`src/rtl/cbua_mod.sv`:
```
// Modulo-N up counter slice with carry-in/carry-out cascade and a loadable terminal count.
// Optional sticky out-of-range flag OVF is built only when CBUA_MOD_OVF_EN is defined.
module cbua_mod #(
    parameter int              WIDTH    = 8,
    parameter logic [WIDTH-1:0] TC_RESET = {WIDTH{1'b1}}
) (
    input  logic             CLK,
    input  logic             CDN,
    input  logic             SCLR,
    input  logic             LD,
    input  logic [WIDTH-1:0] D,
    input  logic             EN,
    input  logic             CAI,
    input  logic             TCLD,
    input  logic [WIDTH-1:0] TCD,
    input  logic             OVFCLR,
    output logic [WIDTH-1:0] Q,
    output logic [WIDTH-1:0] TCQ,
    output logic             TC,
    output logic             CAO,
    output logic             OVF
);

    logic [WIDTH-1:0] count;
    logic [WIDTH-1:0] term;
    logic             step;
    logic             at_term;

    assign step    = CAI & EN;
    assign at_term = (count == term);

    assign Q   = count;
    assign TCQ = term;
    assign TC  = at_term;
    assign CAO = step & at_term;

    // Out-of-range values (after LD or a lowered TCQ) simply roll through all-ones to zero.
    always_ff @(posedge CLK or negedge CDN) begin
        if (!CDN) begin
            count <= '0;
        end else if (SCLR) begin
            count <= '0;
        end else if (LD) begin
            count <= D;
        end else if (step) begin
            if (at_term) begin
                count <= '0;
            end else begin
                count <= count + WIDTH'(1);
            end
        end
    end

    // The wrap compare above sees the old value on a same-edge TCLD.
    always_ff @(posedge CLK or negedge CDN) begin
        if (!CDN) begin
            term <= TC_RESET;
        end else if (TCLD) begin
            term <= TCD;
        end
    end

`ifdef CBUA_MOD_OVF_EN
    logic ovf_flag;
    logic ovf_set;

    assign ovf_set = step & ~SCLR & ~LD & (count > term);

    always_ff @(posedge CLK or negedge CDN) begin
        if (!CDN) begin
            ovf_flag <= 1'b0;
        end else if (SCLR) begin
            ovf_flag <= 1'b0;
        end else if (ovf_set) begin
            ovf_flag <= 1'b1;
        end else if (OVFCLR) begin
            ovf_flag <= 1'b0;
        end
    end

    assign OVF = ovf_flag;
`else
    logic unused_ovfclr;

    assign unused_ovfclr = OVFCLR;
    assign OVF           = 1'b0;
`endif

endmodule
```
`config.mk`:
```
export PLATFORM = sky130hd
export DESIGN_NAME = cbua_mod
export DESIGN_NICKNAME = d
export VERILOG_FILES = /design/src/rtl/cbua_mod.sv
export SDC_FILE = /design/constraint.sdc
export NUM_CORES = 1
export LEC_CHECK = 0
export ABC_CLOCK_PERIOD_IN_PS = 4600
export BUFFER_PORTS_ARGS = -buffer_cell sky130_fd_sc_hd__buf_2
export CAP_MARGIN = 20
export CORE_MARGIN = 4
export CORE_UTILIZATION = 40
export CTS_BUF_LIST = sky130_fd_sc_hd__clkbuf_2 sky130_fd_sc_hd__clkbuf_4 sky130_fd_sc_hd__clkbuf_8
export DETAILED_ROUTE_END_ITERATION = 16
export PLACE_DENSITY = 0.78
export RECOVER_POWER = 25
export SLEW_MARGIN = 20
export SYNTH_ARGS = -nofsm -noshare
export SYNTH_HDL_FRONTEND = slang
export SYNTH_SLANG_ARGS = --single-unit
```
`constraint.sdc`:
```
create_clock -name CLK -period 4.6 [get_ports CLK]
set_input_delay 0.92 -clock CLK [delete_from_list [all_inputs] [get_ports CLK]]
set_output_delay 0.92 -clock CLK [all_outputs]
set_load 0.02 [all_outputs]
```
# Word level (Yosys, flattened, before mapping)
# Cells that the tools add are included.
totals:
  regBits: 16
  elab_cells: 11
  in_bits: 24
classes:
  reduce_logical: 1
  n_mux: 4
  n_bitwise: 2
  n_addsub: 1
  n_eq_ne: 1
op_table:
  columns: ["operator", "n"]
  rows:
  - ["$mux W8", 4]
  - ["$add A8 B1 Y8 const B", 1]
  - ["$eq A8 B8 Y1", 1]
  - ["$reduce_bool A3 Y1", 1]
  - ["$and A1 B1 Y1", 2]

# Depth between registers and ports, before layout
depth:
  depth_word: 5
  depth_mapped: 5
  depth_no_buf: 5

# Worst setup path after synthesis
# No wires, ideal clock.
synth_timing:
  kind: "reg2out"
  from: "reg term[2], in the netlist TCQ[2]"
  to: "out CAO"
  slack_ps: 2197
  path_stages_with_launch: 4
  arrival_time_ps: 1483
  path_cell_list: "dfstp_2 -> xnor2_2 -> nand4_2 -> nor3_1"
synth_via:
  elab_chain_cells: 2
synth_lines:
  columns: ["element", "line", "rtl"]
  rows:
  - ["from (decl)", "25", "logic [WIDTH-1:0] term;"]
  - ["from (signal assigned)", "57", "term <= TC_RESET;"]
  - ["from (signal assigned)", "59", "term <= TCD;"]
  - ["$eq A8 B8 Y1", "30", "assign at_term = (count == term);"]
  - ["$and A1 B1 Y1", "35", "assign CAO = step & at_term;"]
  - ["to (decl)", "20", "output logic CAO,"]
# Every way passes these cells.

# Final worst setup path
layout_timing:
  from: "reg count[5], in the netlist Q[5]"
  to: "out CAO"
layout_via:
  elab_chain_cells: 2
layout_lines:
  columns: ["element", "line", "rtl"]
  rows:
  - ["from (decl)", "24", "logic [WIDTH-1:0] count;"]
  - ["from (signal assigned)", "49", "count <= count + WIDTH'(1);"]
  - ["$eq A8 B8 Y1", "30", null]
  - ["$and A1 B1 Y1", "35", null]
# Every way passes these cells.

==> impl_metrics.ini <==
[power_and_ir_drop]
leakagePower_nw = 0.582
report.power.total_mw = 0.368
switchingPower_mw = 0.120
pwr-share-seq_pct = 48.3
intPower_mw = 0.248
power_density_nw_per_um2 = 299
swShare_pct = 32.6
power_frac_clock_pct = 26.0
combPwrFrac_pct = 25.7
vdd_drop_max_uv = 191

[cts]
htreeDepth = 1
clockRootBuffer = clkbuf_4
cts_buffer_depth = 2
numCtsBuffers = 3
clk-insertion-delay-late_ns = 0.29
cts_hold_buf = 0
postCtsSetupRepairBufs = 0
clk_pin_slew_worst_paths_ns = 0.10
ctsResizeCount = 0
cts_tree = built
cts.sinks = 16

[grt]
grt.busiest_layer = met2
grt_pass1_vias = 923
antenna_found_initial = 0
grt_max_degree = 17
grtUsageMet3_pct = 4.01
overflow = 0
grtUsageMet2_pct = 27.4
grt_util_all_layers_pct = 16.4
grtUsageMet1_pct = 21.1
grt_pass1_wl_mm = 4.32

[sta]
final-setup-viol-count = 0
fmax_mhz = 378
fin_crit_ns = 2.65
post-route-period-util_pct = 57.5
tightestPinTransition_ns = 0.870
fin_skew_ns = 0.00309
slew_viol_final = 0
setup_tns_ns = 0
rsz0062_at_grt = no
finalHoldViolCount = 0
relSlewSlack_pct = 42.0

[logic_synthesis]
seq_area_frac_synth_pct = 41.1
syn_inst = 94
avgSynthCellArea_sq_um = 10.6
synth-main-ff-cell = dfstp_2
ys_async_sr_fraction_pct = 100
ys_seq_elements = 16
yosysWarnings = 0
syn_nets = 119
yosysUniqueCellTypes = 34
syn-cell-area_sq_um = 998
synth_enable_flop_cells = 0

[route]
wirelength_mm = 2.59
drc = 0
via_per_inst = 5.71
wl_per_cell_microns = 16.1
first_pass_iters = 4
initialDrtViolationCount = 26
detail-route-antenna-nets = 0
vias = 919

[critical_path]
endpoint = CAO
crit_arrival_ns = 1.73
cp-end-kind = primary output
regToRegEndpoint = Q[3]$_DFFE_PN0P_
path_max_fanout = 9
rr_startpoint = Q[5]$_DFFE_PN0P_
r2r_slack_ns = 2.90
required_ns = 3.68
crit_start = Q[5]$_DFFE_PN0P_
startpoint_type = register
crit_type = register to primary output
ff2ff_path_depth = 4

[die]
start_util_pct = 43.5
coreArea_sq_um = 2300
ioPinCount = 43
die_h_microns = 58.0
die_area_sq_um = 3360
die_w_microns = 58.0
std_cell_rows = 17

[run]
max_cap_viol_count = 0

[placement]
dp_hpwl_mm = 1.97
dpl_cell_area_sq_um = 1200
gp_congestion = 0.747
portBuffers = 40

[layout]
num-nets-final = 159
antenna_cells = 0
design_area_sq_um = 1230
drive_gt1_share_pct = 47.4
synthToLayoutAreaGrowth_pct = 23.3

[min_path]
holdCritPathClass = register to register

[status]
status = completed
cells in the final DEF, fill, tap and decap left out, drive strengths merged, types with 4 or more instances in the layout:
cell type,synthesis,layout
dfstp,8,8
xnor2,8,8
a22oi,6,6
clkbuf,2,5
mux2,8,8
nand4,4,4
nand2,8,8
dfrtp,8,8
o22ai,4,4
nor2,4,4
buf,3,39
cell families (layout without fill, tap and decap cells):
group	count (synthesis)	after routing	share of synthesized area [%]
AND/OR/NAND/NOR	32	32	19.3
adder cells (fa/ha/maj)	1	1	1.25
AO/OA/AOI/OAI	21	21	15.9
other	1	1	0.376
multiplexers	8	8	9.02
flip-flops	16	16	41.1
XOR/XNOR	8	8	8.52
buffers and inverters	7	46	4.51
synth_stat cells, drive strengths merged (2+ instances only):
cell    number  area, sq um
dfrtp        8          200
nor2         4         15.0
buf          3         30.0
nor4         3         18.8
inv          2         7.51
nor3         2         10.0
clkbuf       2         7.51
o211a        3         30.0
nand4        4         46.3
dfstp        8          210
xnor2        8         85.1
nor2b        2         12.5
o22ai        4         25.0
o21ai        2         10.0
and2         2         12.5
nand3        3         15.0
mux2         8         90.1
nand2        8         30.0
a21oi        2         10.0
a22oi        6         45.0
critical path, stage by stage (launching register included):
cell and delay (ns):
dfrtp_1 0.48, xnor2_1 0.25, nand4_2 0.26, nor3_1 0.25, buf_2 0.19
sequential cells by signal, summed over array words and instances (netlist names):
register  flops
Q             8
TCQ           8
through the flow:
step | setup slack (ns) | hold WS (ns) | cells | util (%)
final | 1.95 | 0.636 | 161 | 53.6
after global placement | 2.20 | 0.585 | 157 | 52.1
after global routing | 1.78 | 0.659 | 161 | 53.6
after floorplan | 2.20 | 0.624 | 94 | -
after detailed placement | 2.19 | 0.603 | 157 | 52.1
after CTS | 1.92 | 0.518 | 161 | 53.6
power by group through the flow:
stage / combinational [mW] / sequential, mW / clock, mW
after floorplan: 0.0509 / 0.191 / 0
after global placement: 0.0916 / 0.178 / 0
after detailed placement: 0.0953 / 0.180 / 0
after CTS: 0.0955 / 0.177 / 0.102
after global routing: 0.102 / 0.180 / 0.111
final: 0.0945 / 0.178 / 0.0956
layer usage:
layer	vias up	wire, microns
met2	43	1230
met4	0	29
met3	3	221
met5	-	0
met1	445	1120
li1	428	-
how the worst min path moves through the flow:
| stage | from | cells after the start | slack, ns | end |
|---|---|---|---|---|
| 3_3_place_gp | Q[7]$_DFFE_PN0P_ | 2 | 0.58 | Q[7]$_DFFE_PN0P_ |
| 2_1_floorplan | CDN | 0 | 0.62 | Q[0]$_DFFE_PN0P_ |
| 3_5_place_dp | Q[7]$_DFFE_PN0P_ | 2 | 0.60 | Q[7]$_DFFE_PN0P_ |
| 5_1_grt | TCQ[1]$_DFFE_PN1P_ | 1 | 0.66 | TCQ[1]$_DFFE_PN1P_ |
| 4_1_cts | CDN | 1 | 0.52 | Q[3]$_DFFE_PN0P_ |
| 6_report | Q[7]$_DFFE_PN0P_ | 2 | 0.64 | Q[7]$_DFFE_PN0P_ |
layout make-up:
cell class	instances	area [sq um]
Timing Repair Buffer	40	199
Tap cell	28	35.0
Sequential cell	16	410
Clock buffer	4	36.3
Fill cell	215	1070
Inverter	2	7.51
Multi-Input combinational cell	71	543
(Power assumes the default switching activity.)
